`src/rtl/tt_pad_sequencer.sv`:
```
`default_nettype none
// ============================================================================
//  Module   : tt_pad_sequencer
//  Brief    : Host-side initiator for the tt_um_top pad interface. Takes one
//             operation per request handshake, drives the ui_in/uio_in pad
//             images, waits a programmable settle time, samples uo_out and
//             returns the captured byte on a valid/ready response channel.
//  Revision : 1.0  initial release
// ============================================================================
module tt_pad_sequencer #(
    parameter int SETTLE = 2,   // extra cycles after pads change before sampling
    parameter int CNT_W  = 8    // width of the completed-transaction counter
) (
    input  logic             clk,
    input  logic             rst,
    // request channel
    input  logic             req_valid,
    output logic             req_ready,
    input  logic [1:0]       req_sel,
    input  logic [5:0]       req_a,
    input  logic [5:0]       req_b,
    input  logic             req_cin,
    // response channel
    output logic             rsp_valid,
    input  logic             rsp_ready,
    output logic [1:0]       rsp_sel,
    output logic [7:0]       rsp_data,
    // pad side
    output logic [7:0]       pad_ui_in,
    output logic [7:0]       pad_uio_in,
    input  logic [7:0]       pad_uo_out,
    // statistics
    output logic [CNT_W-1:0] txn_count
);

    // Settle counter must hold SETTLE; keep at least one bit for SETTLE of 0 or 1.
    localparam int c_sw = (SETTLE < 2) ? 1 : $clog2(SETTLE + 1);

    typedef enum logic [1:0] {
        S_IDLE = 2'd0,
        S_WAIT = 2'd1,
        S_RESP = 2'd2
    } state_t;

    state_t          r_state;
    state_t          w_state_nxt;
    logic [c_sw-1:0] r_cnt;
    logic            w_req_fire;
    logic            w_rsp_fire;
    logic            w_sample;

    // Ready is gated by rst so the host never sees an accept window while the
    // block is held in reset; it rises as soon as reset is released.
    assign req_ready = (r_state == S_IDLE) && !rst;

    // State register.
    always_ff @(posedge clk or posedge rst) begin
        if (rst) begin
            r_state <= S_IDLE;
        end else begin
            r_state <= w_state_nxt;
        end
    end

    // Next-state and per-cycle strobes for the datapath.
    always_comb begin
        w_state_nxt = r_state;
        w_req_fire  = 1'b0;
        w_rsp_fire  = 1'b0;
        w_sample    = 1'b0;
        case (r_state)
            S_IDLE: begin
                if (req_valid) begin
                    w_req_fire  = 1'b1;
                    w_state_nxt = S_WAIT;
                end
            end
            S_WAIT: begin
                if (r_cnt == '0) begin
                    w_sample    = 1'b1;
                    w_state_nxt = S_RESP;
                end
            end
            S_RESP: begin
                // rsp_valid is always high in RESP, so rsp_ready alone completes it.
                if (rsp_ready) begin
                    w_rsp_fire  = 1'b1;
                    w_state_nxt = S_IDLE;
                end
            end
            default: begin
                w_state_nxt = S_IDLE;
            end
        endcase
    end

    // Pad images are registered at acceptance and held until the next accept,
    // so latch-style slots see stable inputs between operations.
    always_ff @(posedge clk or posedge rst) begin
        if (rst) begin
            pad_ui_in  <= 8'h00;
            pad_uio_in <= 8'h00;
        end else if (w_req_fire) begin
            pad_ui_in  <= {req_sel, req_a};
            pad_uio_in <= {req_cin, 1'b0, req_b};
        end
    end

    // Settle counter: loaded on accept, counts down while waiting.
    always_ff @(posedge clk or posedge rst) begin
        if (rst) begin
            r_cnt <= '0;
        end else if (w_req_fire) begin
            r_cnt <= c_sw'(SETTLE);
        end else if ((r_state == S_WAIT) && (r_cnt != '0)) begin
            r_cnt <= r_cnt - c_sw'(1);
        end
    end

    // Response capture; data and select persist after the handshake.
    always_ff @(posedge clk or posedge rst) begin
        if (rst) begin
            rsp_valid <= 1'b0;
            rsp_sel   <= 2'b00;
            rsp_data  <= 8'h00;
        end else if (w_sample) begin
            rsp_valid <= 1'b1;
            rsp_sel   <= pad_ui_in[7:6];
            rsp_data  <= pad_uo_out;
        end else if (w_rsp_fire) begin
            rsp_valid <= 1'b0;
        end
    end

    // Completed-response counter; wraps naturally at 2^CNT_W.
    always_ff @(posedge clk or posedge rst) begin
        if (rst) begin
            txn_count <= '0;
        end else if (w_rsp_fire) begin
            txn_count <= txn_count + CNT_W'(1);
        end
    end

endmodule
`default_nettype wire

```
`config.mk`:
```
export PLATFORM = sky130hd
export DESIGN_NAME = tt_pad_sequencer
export DESIGN_NICKNAME = d
export VERILOG_FILES = /design/src/rtl/tt_pad_sequencer.sv
export SDC_FILE = /design/constraint.sdc
export NUM_CORES = 1
export LEC_CHECK = 0
export CELL_PAD_IN_SITES_DETAIL_PLACEMENT = 0
export CELL_PAD_IN_SITES_GLOBAL_PLACEMENT = 1
export CORE_AREA = 2 2 77 79
export DETAILED_ROUTE_END_ITERATION = 8
export DIE_AREA = 0 0 79 81
export PLACE_DENSITY = 0.83
export SYNTH_ARGS = -nofsm -noshare
export SYNTH_HDL_FRONTEND = slang
export SYNTH_SLANG_ARGS = --single-unit
```
`constraint.sdc`:
```
create_clock -name clk -period 1.6 [get_ports clk]
set_clock_uncertainty 0.15 [all_clocks]
set_input_delay 0.16 -clock clk [delete_from_list [all_inputs] [get_ports clk]]
set_output_delay 0.16 -clock clk [all_outputs]
set_load 0.01 [all_outputs]
```
# Word-level counts from Yosys, hierarchy flattened

Index checks and enable logic that the tools add are counted.

Add/sub/neg operators: 2
Equality and inequality tests: 5
Mux-type cells: 14
Reductions and logical operators: 9

Operator list:

| operator                                         | count |
|---|---|
| 2-to-1 mux 2 bit                                 | 5 |
| adder 8 x 1 -> 8 bit, second input constant      | 1 |
| 2-to-1 mux 1 bit                                 | 8 |
| != test 2 bit, second input constant             | 3 |
| one-hot mux 2 bit (3 select lines)               | 1 |
| nonzero test 2 bit                               | 3 |
| logical NOT 2 bit                                | 2 |
| AND reduction 3 bit                              | 1 |
| == test 2 x 1 -> 1 bit, second input constant    | 1 |
| == test 2 bit, second input constant             | 1 |
| logical AND 1 bit                                | 2 |
| subtractor 2 x 1 -> 2 bit, second input constant | 1 |
| logical NOT 1 bit                                | 1 |

Bits in registers: 38
Input port bits: 27
Logic and storage cells: 38

# Depth between registers and ports, before layout

Gate-level depths: netlist of the first run.

Depth in word-level cells: 4
Gate-level depth with buffers: 5
Gate-level depth less buffers: 5

# Least setup slack after synthesis of the first run

No wires, ideal clock.

Path type: reg2reg
Start: register r_state[1]
End: register pad_ui_in[0]
Setup time: 125 ps
Data arrival time: 1297 ps
Data required time: 1325 ps
Path slack: 28 ps
Cell stages (with the launch flop): 5
Clock period less this slack: 1572 ps
Cell sequence: dfrtp_1 -> buf_6 -> nor3b_4 -> buf_8 -> mux2_2

Word-level cells in the longest chain between the ends: 2

RTL lines:

| item                   | RTL line | text |
|---|---|---|
| start, declared        | 45       | `state_t r_state;` |
| start signal, assigned | 61       | `r_state <= w_state_nxt;` |
| logical NOT 2 bit      | 71       | `case (r_state)` |
| 2-to-1 mux 1 bit       | 71       |  |
| end signal, assigned   | 104      | `pad_ui_in <= {req_sel, req_a};` |
| end, declared          | 29       | `output logic [7:0] pad_ui_in,` |

Every way passes these cells.
A chain may end at the register's enable or synchronous reset.

# Worst setup path in the final report of the first run

Start: register txn_count[5]
End: output txn_count[5]

RTL lines:

| item                   | RTL line | text |
|---|---|---|
| start, declared        | 33       | `output logic [CNT_W-1:0] txn_count` |
| start signal, assigned | 140      | `txn_count <= txn_count + CNT_W'(1);` |

No word-level cell between the ends.

==> run_results.csv, run 1 <==
group,metric,value,unit
status,outcome,"complete, no violations",
floorplanning,dieHeight,81,um
cells_and_area,fill_cells,543,
critical_path,cp_top_family,"buffers and inverters",
cells_and_area,final_core_util,44.4,%
timing,drv_slew,0,
cells_and_area,area_growth,57.4,%
power_and_ir_drop,sw_frac_of_total,28.8,%
critical_path,rr_worst_depth,3,
routing,routedWlPerCell,12.0,um
place,dp_hpwl,2.19,mm
min_path,min_path_type,"primary input to async pin",
yosys,seq_area_frac_synth,59.5,%
yosys,synth_area,0.00160,mm^2
cells_and_area,finalNetCount,212,
timing,rsz0062_at_grt,"no",
floorplanning,core,0.00568,mm^2
critical_path,path_depth,1,
floorplanning,floorplan.initialDensity,28.2,%
clock_tree,holdBufCountCts,0,
clock_tree,cts_sinks,38,
place,gp_congestion,0.687,
power_and_ir_drop,internal_power,0.00336,W
cells_and_area,layout_commonest_cell,"clkdlybuf4s50_1",
critical_path,crit_buf_inv,1,
critical_path,path_cells,"clkdlybuf4s50_1",
critical_path,slowest_stage,"clkdlybuf4s50_1",
yosys,yosysTopAreaCellShare,59.5,%
routing,met3WireLength,206,um
clock_tree,clk_pin_slew,0.08,ns
routing,drt-met1-wl,1.45,mm
routing,vias,1101,
power_and_ir_drop,p_sw,0.00136,W
routing,finalWirelength,3.12,mm
floorplanning,die_area,0.00640,mm^2
global_routing,antenna_found_initial,0,
power_and_ir_drop,clkPwrFrac,20.5,%
yosys,avgSynthCellArea,14.7,um^2
timing,fmax,645,MHz
critical_path,worstPathArrival,1.24,ns
power_and_ir_drop,leakagePower,1.09,nW
power_and_ir_drop,powerDensity,1880,mW/mm^2
global_routing,track_usage,10.4,%
yosys,synth_cells,109,
timing,period_share,96.8,%
routing,first_iter_violations,37,
global_routing,grt_pass1_vias,1147,
critical_path,worst_ep_required_time,1.29,ns
timing,holdWs,0.130,ns
critical_path,startpoint_type,"flop",
routing,viasPerCell,4.25,
clock_tree,cts_buffers,5,
yosys,yosys_register_bits,38,
critical_path,path_class,"flop to output port",
routing,drc,0,
floorplanning,row_count,28,
yosys,yosysWarnings,0,
critical_path,critPathCaptureType,"output port",
clock_tree,cts_root_buf,"clkbuf_8",
power_and_ir_drop,comb_power_share,44.7,%
critical_path,max_stage_delay,0.55,ns
floorplanning,ioPinCount,63,
floorplanning,die-width,79,um
yosys,synth_cell_types,25,
global_routing,grt-ovfl-total,0,
clock_tree,cts_buffer_depth,2,
place,portBuffers,61,
global_routing,grt_pass1_wl,5.26,mm
timing,finalSetupViolCount,0,
power_and_ir_drop,ir_worst_vdd,931,uV
timing,fin_crit,1.55,ns
routing,route.met2.wl,1.45,mm
yosys,syn-num-nets,138,
timing,hold_viol_final,0,
routing,dr.pass1.iters,2,
yosys,synth_top_area_cell,"dfrtp_1",
global_routing,grt_start_max_net_pins,39,
power_and_ir_drop,share_seq_of_total_power,34.7,%
clock_tree,clock_latency,0.28,ns
cells_and_area,stdcell_area,0.00252,mm^2
routing,ant_nets,0,
cells_and_area,antenna_cells,0,
critical_path,path_max_fanout,4,
routing,top_layer_used,"met4",
place,dpl-instance-area,0.00231,mm^2
clock_tree,cts_tree,"built",
cells_and_area,final_cell_mix,"clkdlybuf4s50_1 (60), dfrtp_1 (35), mux2_2 (27)",
cells_and_area,layout-drive-gt1-share,29.3,%
flow_run,cap_viol_max_count,0,
clock_tree,htree_levels,2,
yosys,netlist_top_cells_area,"dfrtp_1 (59%), mux2_2 (19%), xor2_1 (2.7%)",
routing by layer:
layer / vias up / GRT usage (%)
met5: - / 0
met1: 542 / 13.4
met2: 37 / 16.9
met4: 0 / 3.10
met3: 2 / 3.33
li1: 520 / -
power by group through the flow:
| stage | combinational [W] | clock [W] | sequential (W) |
|---|---|---|---|
| floorplan | 0.000930 | 0 | 0.00180 |
| global placement | 0.00201 | 0 | 0.00166 |
| detailed placement | 0.00205 | 0 | 0.00167 |
| CTS | 0.00208 | 0.00100 | 0.00165 |
| global route | 0.00229 | 0.00106 | 0.00171 |
| finish | 0.00211 | 0.000970 | 0.00164 |
flip-flops by register name (all words and copies together) (netlist names):
register	count
rsp_valid	1
rsp_sel	2
pad_ui_in	8
r_state	2
rsp_data	8
r_cnt	2
pad_uio_in	7
txn_count	8
cells by family (layout without fill, tap and decap cells):
family	after synthesis	in the layout	share of synthesized area [%]
simple gates	20	20	9.23
other cells	1	1	0.235
fa+ha+maj	2	2	1.56
flops	38	38	59.5
xor+xnor	7	7	3.83
buf+inv	8	83	3.99
compound gates	6	6	2.66
mux	27	27	19.0
path summary, 6_finish.rpt:
path | startpoint | end | slack (ns)
hold / removal | rst | txn_count[2]$_DFFE_PP0P_ | 0.13
min in group clk | req_a[3] | pad_ui_in[3]$_DFFE_PP0P_ | 0.33
max in group asynchronous | rst | txn_count[3]$_DFFE_PP0P_ | 0.98
hold reg to reg | txn_count[7]$_DFFE_PP0P_ | txn_count[7]$_DFFE_PP0P_ | 0.33
setup / recovery | txn_count[5]$_DFFE_PP0P_ | txn_count[5] | 0.05
setup reg to reg | r_state[1]$_DFFE_PP0P_ | pad_ui_in[2]$_DFFE_PP0P_ | 0.09
final cells by class:
type,count,area [um^2],share of cell area (%)
multi-input combinational,63,602,23.9
sequential,38,955,37.9
tap,75,93.8,3.73
clock inverter,3,68.8,2.73
clock buffer,5,68.8,2.73
inverter,3,11.3,0.447
timing repair buffer,72,718,28.5
repair_timing:
item,CTS,global route
setup endpoints to repair,5,14
gates resized for setup,4,4
buffers inserted,2,4
synth_stat cells:
library cell / count
dfrtp_1: 38
mux2_2: 27
nand2_1: 5
xor2_1: 5
nor2_1: 4
inv_1: 3
nor3_1: 3
a22o_1: 2
buf_4: 2
buf_6: 2
ha_1: 2
nand4_1: 2
xnor2_1: 2
a21oi_1: 1
a22oi_1: 1
buf_8: 1
conb_1: 1
nand3b_1: 1
nand3b_4: 1
nand4b_1: 1
nand4b_4: 1
nor3b_4: 1
o21ai_0: 1
o21bai_1: 1
or2b_1: 1
through the flow:
step	setup slack (ns)	total power, W	cells	TNS [ns]
2_1_floorplan	0.0279	0.00273	109	0
3_3_place_gp	-0.0476	0.00367	245	-0.679
3_5_place_dp	-0.101	0.00372	245	-1.34
4_1_cts	0.00847	0.00473	255	0
5_1_grt	0.000673	0.00505	259	0
6_report	0.0506	0.00473	259	0
Note: power is estimated with default switching activity, not from simulation.
==> run 2: changes to the inputs <==
SETUP_SLACK_MARGIN = 0.2   (was not set)
==> run_results.csv, run 2 (synthesis results as in run 1) <==
group,metric,value,unit
place,dpl_worst_slack,-0.0814,ns
clock_tree,holdBufCountCts,0,
critical_path,rr_worst_depth,4,
routing,dr.pass1.iters,2,
cells_and_area,final_cell_mix,"dlygate4sd2_1 (34), dfrtp_1 (34), clkdlybuf4s50_1 (26)",
clock_tree,cts_buffers,5,
critical_path,path_class,"flop to flop",
power_and_ir_drop,ir_worst_vdd,892,uV
critical_path,startpoint_type,"flop",
power_and_ir_drop,leakagePower,1.34,nW
floorplanning,ioPinCount,63,
routing,routedWlPerCell,14.1,um
critical_path,reg2reg_slack,0.09,ns
timing,drv_slew,0,
global_routing,grt_start_max_net_pins,14,
global_routing,grt-ovfl-total,0,
critical_path,critPathLaunch,"r_state[0]$_DFFE_PP0P_",
cells_and_area,top_regs,"pad_ui_in (8), rsp_data (8), txn_count (8)",
global_routing,grt_pass1_wl,5.83,mm
cells_and_area,antenna_cells,0,
routing,ant_nets,0,
clock_tree,clock_latency,0.29,ns
power_and_ir_drop,power.total,0.00480,W
floorplanning,core,0.00568,mm^2
cells_and_area,instances_no_fill,272,
timing,setup_ws,0.0879,ns
clock_tree,cts_sinks,38,
floorplanning,row_count,28,
critical_path,critPathCaptureType,"flop",
timing,rsz0062_at_grt,"yes",
routing,finalWirelength,3.84,mm
timing,hold_viol_final,0,
timing,period_share,94.5,%
cells_and_area,area_growth,67.2,%
routing,viasPerCell,4.24,
cells_and_area,finalNetCount,225,
timing,fin_crit,1.51,ns
global_routing,antenna_found_initial,0,
place,dp_hpwl,2.57,mm
clock_tree,cts_root_buf,"clkbuf_8",
routing,vias,1153,
floorplanning,die-width,79,um
critical_path,regToRegStartpoint,"r_state[0]$_DFFE_PP0P_",
power_and_ir_drop,powerDensity,1800,mW/mm^2
place,place_inst,246,
critical_path,path_max_fanout,8,
clock_tree,cts_tree,"built",
critical_path,worstPathArrival,1.54,ns
place,gp_congestion,0.700,
clock_tree,clk_pin_slew,0.07,ns
floorplanning,dieHeight,81,um
floorplanning,floorplan.initialDensity,28.2,%
flow_run,cap_viol_max_count,0,
clock_tree,htree_levels,2,
status,outcome,"complete, no violations",
critical_path,worst_ep_required_time,1.62,ns
cells_and_area,layout-drive-gt1-share,37.6,%
timing,finalSetupViolCount,0,
routing,drc,0,
critical_path,r2r_end,"pad_ui_in[4]$_DFFE_PP0P_",
min_path,min_path_type,"primary input to async pin",
routing,first_iter_violations,78,
clock_tree,cts_buffer_depth,2,
critical_path,worstSetupEndpoint,"pad_ui_in[4]$_DFFE_PP0P_",
floorplanning,die_area,0.00640,mm^2
timing,fmax,661,MHz
place,portBuffers,61,
global_routing,track_usage,12.0,%
global_routing,grt_pass1_vias,1185,
## run 2: cell count changes in the layout (fill, tap and decap cells not counted), sizes merged
cell,before,now
buf,11,23
bufinv,2,0
clkbuf,5,8
clkdlybuf4s15,1,0
clkdlybuf4s50,60,26
dlygate4sd2,0,34
nand3b,2,3
## run 2: report_power, final
group          total, W  internal (W)  switching [W]  leakage [nW]
Combinational   0.00246       0.00152       0.000942         0.835
Sequential      0.00167       0.00140       0.000274         0.454
Clock          0.000674      0.000348       0.000327        0.0482
Total           0.00480       0.00326        0.00154          1.34
## run 2: routing by layer
| metal | global-route usage (%) | vias up | share of wire [%] |
|---|---|---|---|
| met5 | 0 | - | 0 |
| met4 | 5.17 | 0 | 1.3 |
| met3 | 3.67 | 4 | 4.6 |
| met2 | 19.7 | 27 | 51 |
| met1 | 14.7 | 573 | 43 |
| li1 | - | 549 | - |
## run 2: final cells by class
class                           count  area, um^2
Sequential cell                    38         956
Fill cell                         543        3000
Clock inverter                      1        5.00
Multi-Input combinational cell     64         734
Timing Repair Buffer               84         787
Inverter                            3        11.3
Clock buffer                        7        86.3
Tap cell                           75        93.8
## run 2: how the worst min path moves through the flow
| stage | startpoint | end | slack, ns | cells after the start |
|---|---|---|---|---|
| 2_1_floorplan | rsp_ready | r_state[1]$_DFFE_PP0P_ | 0.12 | 1 |
| 4_1_cts | rst | rsp_sel[1]$_DFFE_PP0P_ | 0.09 | 3 |
| 3_5_place_dp | txn_count[7]$_DFFE_PP0P_ | txn_count[7]$_DFFE_PP0P_ | 0.31 | 1 |
| 6_report | rst | rsp_sel[1]$_DFFE_PP0P_ | 0.09 | 3 |
| 5_1_grt | rst | pad_uio_in[1]$_DFFE_PP0P_ | 0.11 | 3 |
| 3_3_place_gp | txn_count[7]$_DFFE_PP0P_ | txn_count[7]$_DFFE_PP0P_ | 0.31 | 1 |
## run 2: worst max-delay path: stages, from the launching register on
cell and delay [ns]:
dfrtp_2 0.44, nor3b_4 0.23, buf_4 0.15, buf_12 0.13, mux2_4 0.30
## run 2: stage by stage
stage	hold WS [ns]	setup TNS [ns]	instance area [um^2]	utilization [%]
global placement	0.310	-0.452	2360	41.6
finish	0.0880	0	2670	47.1
global route	0.112	0	2670	47.1
CTS	0.0857	0	2580	45.5
detailed placement	0.314	-0.847	2360	41.6
floorplan	0.117	0	1650	-
## run 2: what timing repair did
item,CTS,global route
buffers inserted,12,4
gates resized for setup,52,20
hold endpoints to repair,0,0
setup endpoints to repair,64,36
cloned,2,0
pin swaps,3,8
==> run 3: changes to the inputs <==
CELL_PAD_IN_SITES_DETAIL_PLACEMENT = 1   (was 0)
MAX_ROUTING_LAYER = met4   (was not set)
==> run_results.csv, run 3 (synthesis results as in run 1) <==
group,metric,value,unit
critical_path,worst_ep_required_time,1.62,ns
clock_tree,cts_root_buf,"clkbuf_8",
clock_tree,htree_levels,2,
place,place_inst,246,
floorplanning,die-width,79,um
global_routing,antenna_found_initial,0,
cells_and_area,area_growth,62.0,%
routing,viasPerCell,4.35,
timing,setup_ws,0.0876,ns
global_routing,track_usage,13.5,%
routing,ant_nets,0,
place,dp_hpwl,2.94,mm
routing,first_iter_violations,35,
routing,routedWlPerCell,15.5,um
critical_path,path_class,"flop to flop",
global_routing,grt_pass1_wl,6.40,mm
critical_path,path_max_fanout,4,
floorplanning,floorplan.initialDensity,28.2,%
timing,fmax,661,MHz
place,dpl_worst_slack,-0.0834,ns
min_path,min_path_type,"primary input to async pin",
critical_path,critPathCaptureType,"flop",
cells_and_area,top_regs,"pad_ui_in (8), rsp_data (8), txn_count (8)",
cells_and_area,final_core_util,45.6,%
timing,rsz0062_at_grt,"yes",
floorplanning,row_count,28,
power_and_ir_drop,leakagePower,1.26,nW
flow_run,cap_viol_max_count,0,
cells_and_area,instances_no_fill,266,
power_and_ir_drop,power.total,0.00456,W
cells_and_area,layout-drive-gt1-share,36.1,%
timing,finalSetupViolCount,0,
clock_tree,clk_pin_slew,0.07,ns
status,outcome,"complete, no violations",
routing,dr.pass1.iters,4,
floorplanning,dieHeight,81,um
timing,finalSetupTns,0,ns
global_routing,grt_start_max_net_pins,14,
critical_path,startpoint_type,"flop",
floorplanning,core,0.00568,mm^2
cells_and_area,antenna_cells,0,
clock_tree,cts_sinks,38,
timing,period_share,94.5,%
clock_tree,cts_buffer_depth,2,
clock_tree,cts_buffers,5,
floorplanning,die_area,0.00640,mm^2
routing,vias,1156,
power_and_ir_drop,ir_worst_vdd,826,uV
timing,fin_crit,1.51,ns
cells_and_area,finalNetCount,220,
power_and_ir_drop,powerDensity,1760,mW/mm^2
cells_and_area,final_cell_mix,"dlygate4sd2_1 (34), dfrtp_1 (34), clkdlybuf4s50_1 (26)",
place,gp_congestion,0.708,
place,portBuffers,61,
timing,drv_slew,0,
routing,drc,0,
routing,finalWirelength,4.12,mm
timing,hold_viol_final,0,
clock_tree,clock_latency,0.28,ns
global_routing,grt-ovfl-total,0,
floorplanning,ioPinCount,63,
global_routing,grt_pass1_vias,1281,
clock_tree,cts_tree,"built",
critical_path,worstPathArrival,1.53,ns
==> run 3: final timing paths <==
kind                                           from                        to  slack [ns]  cells past startpoint
max                          r_state[1]$_DFFE_PP0P_  txn_count[1]$_DFFE_PP0P_        0.09                      5
min                                             rst    rsp_sel[0]$_DFFE_PP0P_        0.10                      3
max reg2reg                  r_state[1]$_DFFE_PP0P_  txn_count[1]$_DFFE_PP0P_        0.09                      5
min reg2reg                txn_count[7]$_DFFE_PP0P_  txn_count[7]$_DFFE_PP0P_        0.32                      1
max in group asynchronous                       rst    r_state[0]$_DFFE_PP0P_        1.01                      3
min in group clk           txn_count[7]$_DFFE_PP0P_  txn_count[7]$_DFFE_PP0P_        0.32                      1
==> run 3: per-stage QoR <==
step,instance area [um^2],hold WS [ns]
2_1_floorplan,1650,0.117
3_3_place_gp,2360,0.310
3_5_place_dp,2360,0.313
4_1_cts,2520,0.101
5_1_grt,2590,0.127
6_report,2590,0.101
==> run 3: where the power goes <==
part	total, W	internal, W	switching, W
Sequential	0.00167	0.00140	0.000272
Clock	0.000611	0.000300	0.000311
Combinational	0.00228	0.00136	0.000919
==> run 3: layout make-up <==
type	count	area, um^2
Timing Repair Buffer	80	753
Multi-Input combinational cell	63	699
Clock buffer	7	76.3
Tap cell	75	93.8
Fill cell	611	3090
Inverter	3	11.3
Sequential cell	38	956
==> run 3: layer usage <==
layer	global-route usage, %	wire length, um	up-vias
li1	-	-	535
met1	14.9	1620	585
met2	24.7	2300	31
met3	2.67	143	5
met4	4.14	48	0
met5	-	0	-
==> run 3: what timing repair did <==
action,CTS,global route
gates resized for setup,47,18
pin swaps,4,7
cloned,1,0
hold endpoints to repair,0,0
hold buffers,0,0
setup buffers,10,2
setup endpoints to repair,64,37
==> run 3: worst max-delay path, cell delays in order (launching register included) <==
cell and delay (ns):
dfrtp_2 0.45, buf_6 0.13, buf_6 0.11, buf_6 0.12
nand3b_1 0.12, mux2_4 0.31
==> RTL change 1 (config.mk and constraints of run 1) <==
Register the output `txn_count` once more, without a reset; this adds one clock of latency there. The other outputs are not delayed to match.
--- a/src/rtl/tt_pad_sequencer.sv
+++ b/src/rtl/tt_pad_sequencer.sv
@@ -42,4 +42,6 @@
         S_RESP = 2'd2
     } state_t;
+
+    logic [CNT_W-1:0] txn_count_s0;
 
     state_t          r_state;
@@ -136,8 +138,12 @@
     always_ff @(posedge clk or posedge rst) begin
         if (rst) begin
-            txn_count <= '0;
+            txn_count_s0 <= '0;
         end else if (w_rsp_fire) begin
-            txn_count <= txn_count + CNT_W'(1);
+            txn_count_s0 <= txn_count_s0 + CNT_W'(1);
         end
+    end
+
+    always_ff @(posedge clk) begin
+        txn_count <= txn_count_s0;
     end
 
Check against the original RTL: not equivalent (a bounded check fails within 10 cycles, from zero or initial values and one cycle with rst high).
==> RTL change 1 against run 1 <==
  * Design area up 3.0%
  * Synthesized area grew 10%
  * Final cell count increased by 1.9%
  * Hold slack got worse by 0.048 ns
  * Power decreased by 0.67%
  * Setup slack better by 0.013 ns
  * Synthesized cell count increased by 9.2%
  * Critical path depth up 1
  * Clock power down 24%
  * Routed wire length grew 0.74%
  * Via count rose by 5.1%
  * Sequential cell count increased by 8
  * Largest power group unchanged
==> RTL change 1: results (changes against run 1) <==
========================================================================
Top Family by Delay on Critical Path                          flip-flops
Number of vias after detailed routing                               1157   +5.1%
Async set-reset flop share out of synthesis                        0.826   -0.174
Number of global-route vias before repair                           1160   +1.1%
Crit Reg-Reg Endpoint                                           r_cnt[0]
Final clock-cell share                                            0.0367   -0.0180
Period minus WS final                                            1.54 ns   -0.0128 ns
Ratio of routed vias to standard cells                              4.38   +3.1%
Insertion delay to the later sink of the worst-skew pair         0.30 ns   +0.02 ns
Post-Synthesis Cells                                                 119   +9.2%
Global-route met2 utilization                                      0.162   -0.00678
Met1 Resource Use GR                                               0.127   -0.00719
Length of routed wiring on met1                                  1430 µm   -1.3%
Run status                                                  complete, no violations
CP endpoint                                                    req_ready
Avg Synthesized Cell Area                                       14.8 µm²   +0.99%
Internal reg-to-reg setup slack                                  0.11 ns   +0.02 ns
Clock-pin slew on the worst setup and hold paths                 0.10 ns   +0.02 ns
Wire length of the first global-routing pass                     5140 µm   -2.2%
Count of TritonRoute iterations in the first routing pass              4   +2
Max stage delay on crit path                                     0.46 ns   -0.09 ns
LEAKAGE                                                          1.12 nW   +2.3%
Combined global-route utilization of all metal layers              0.104   -0.000129
Worst Path Max Fanout                                                  7   +3
Buffering overhead                                                 0.262   -0.0229
Post-placement worst setup slack                              -0.0655 ns   +0.0357 ns
Power spent charging and discharging nets                      0.00143 W   +5.2%
Met2 wirelength from detailed routing                            1370 µm   -5.4%
Number of cells on the worst reg-to-reg path                           5   +2
Tightest hold margin                                           0.0823 ns   -0.0478 ns
========================================================================
==> RTL change 1: cell count changes in the layout (fill, tap and decap cells not counted), moves of 2 or more <==
cell / delta
buf_4: -5
bufinv_16: -2
dfrtp_1: +2
dfrtp_2: -2
dfxtp_1: +8
inv_6: +3
nand2_1: +3
==> RTL change 1: repair_timing <==
| action | 4_1_cts | 5_1_grt |
|---|---|---|
| resized for setup | 2 | 3 |
| buffers inserted | 1 | 0 |
| setup endpoints to repair | 1 | 12 |
==> RTL change 1: kinds of logic after synthesis <==
| kind of cell | Yosys count | synth area share |
|---|---|---|
| AO/OA/AOI/OAI | 6 | 0.0241 |
| XOR/XNOR | 7 | 0.0348 |
| adder cells (fa/ha/maj) | 2 | 0.0142 |
| buffers and inverters | 8 | 0.0362 |
| flip-flops | 46 | 0.630 |
| multiplexers | 26 | 0.166 |
| other | 1 | 0.00213 |
| AND/OR/NAND/NOR | 23 | 0.0923 |
==> RTL change 2 (settings of run 1) <==
Without the edit above. `SETTLE`: 2 -> 4.
--- a/src/rtl/tt_pad_sequencer.sv
+++ b/src/rtl/tt_pad_sequencer.sv
@@ -9,5 +9,5 @@
 // ============================================================================
 module tt_pad_sequencer #(
-    parameter int SETTLE = 2,   // extra cycles after pads change before sampling
+    parameter int SETTLE = 4,   // extra cycles after pads change before sampling
     parameter int CNT_W  = 8    // width of the completed-transaction counter
 ) (
Behaviour: not the same (Yosys sat finds a counterexample within 10 cycles, from zero or initial values and one cycle with rst high).
==> RTL change 2 against run 1 <==
  * The run now ends with setup timing left
  * Setup slack worse by 0.099 ns
  * Sequential share of layout area down 2.1 points
  * Non-clock buffer count up 10
  * Routed wire length up 16%
  * Sequential power up 5%
  * Core utilization up 3.8 points
  * Synthesized area up 2.3%
  * Design area up 8.6%
  * Sequential cell count up 1
  * Hold slack better by 0.13 ns
  * Maximum frequency down 6.0%
  * Final cell count up 7.7%
  * Power up 6.1%
  * Critical path type is now flip-flop to flip-flop
  * Largest cell class unchanged
  * Highest routed layer unchanged
==> RTL change 2: results (changes against run 1) <==
==============================================================================
GR met3 Demand/Resource                                                 0.0311   -0.00222
Syn Nets                                                                   148   +7.2%
Number of global-route vias before repair                                 1203   +4.9%
Most numerous cell types in the synthesized netlist               dfrtp_1, mux2_2, mux2_1, inv_1, o21ai_0
Fraction of layout instances using a drive strength above 1              0.338   +0.0448
Ratio of routed vias to standard cells                                    4.29   +0.93%
Met2 wirelength from detailed routing                                  1840 µm   +26%
Internal power consumption                                           0.00349 W   +3.9%
Number of nets in the finished design                                      233   +9.9%
Share of the synthesized area in compound gates (AO/OA/AOI/OAI)         0.0329   +0.00630
Met1 Resource Use GR                                                     0.145   +0.0106
Setup-failing EPs final                                                     10   +10
Run status                                                        complete, but fails checks
Number of inserted filler cells in the final layout                        531   -2.2%
Startpoint of the lowest-slack register-to-register path              r_cnt[0]
Number of cells on the worst reg-to-reg path                                 6   +3
Setup slack after layout                                            -0.0485 ns   -0.0991 ns
Seq/Total Area, Yosys                                                    0.597   +0.00211
Worst IR Drop VDD                                                   0.000788 V   -15%
Count of TritonRoute iterations in the first routing pass                    4   +2
Wire length of the first global-routing pass                           5620 µm   +7.0%
Violations in the final reports                                   setup timing
Iter 0 DRT Violations                                                       61   +65%
Relative contribution of the clock network to total power                0.143   -0.062
Launch point of the worst path                                        r_cnt[0]
Power spent charging and discharging nets                            0.00152 W   +12%
Synth top area cells                                              dfrtp_1, mux2_2, mux2_1, ha_1, xor2_1
Final WL                                                               3610 µm   +16%
Xor/xnor cell area share of the yosys netlist                           0.0375   -0.000851
Maximum number of pins on one net before global-route repair                40   +2.6%
Top Family by Delay on Critical Path                                flip-flops
Combined global-route utilization of all metal layers                    0.113   +0.00865
Relative contribution of sequential cells to total power                 0.345   -0.002
Crit. End Element                                                    flip-flop
==============================================================================
==> RTL change 2: worst min-delay path by stage <==
stage,startpoint,endpoint,slack (ns),depth (start not counted)
final,rst,txn_count[2],0.26,4
after global routing,rst,txn_count[6],0.30,4
after CTS,rst,txn_count[6],0.23,4
after detailed placement,txn_count[7],txn_count[7],0.31,1
after global placement,rsp_valid,rsp_valid,0.31,1
after floorplan,req_a[0],pad_ui_in[0],0.16,1
==> RTL change 2: final cells by class <==
type | count | area share
inverters | 6 | 0.00824
well taps | 75 | 0.0343
flip-flops and latches | 39 | 0.358
clock buffers | 8 | 0.0366
multi-input cells | 69 | 0.267
repair buffers | 82 | 0.296
==> RTL change 2: kinds of logic after synthesis <==
| group | after synthesis |
|---|---|
| flip-flops | 39 |
| AO/OA/AOI/OAI | 9 |
| multiplexers | 27 |
| AND/OR/NAND/NOR | 22 |
| XOR/XNOR | 7 |
| adder cells (fa/ha/maj) | 3 |
| buffers and inverters | 10 |
| other | 1 |
==> RTL change 2: worst register-to-register path, stage by stage, from the launching register on <==
cell and delay (ns):
dfrtp_1 0.40, inv_2 0.09, ha_4 0.13, nor2b_4 0.13, nor2b_4 0.17, buf_6 0.16
mux2_4 0.30
==> RTL change 2: timing repair <==
action,4_1_cts,5_1_grt
setup buffers,6,3
hold buffers,0,0
endpoints found under the setup margin,14,18
pin swaps,2,5
resized for setup,11,18
==> RTL change 2: through the flow <==
step	instances	setup slack [ns]	hold slack [ns]	TNS (ns)	area, µm²
finish	279	-0.0485	0.258	-0.401	2730
global route	279	-0.111	0.301	-1.15	2730
CTS	276	-0.0361	0.234	-0.251	2640
detailed placement	262	-0.104	0.310	-2.12	2460
global placement	262	-0.0655	0.309	-1.17	2460
floorplan	118	-0.0608	0.158	-0.586	1680
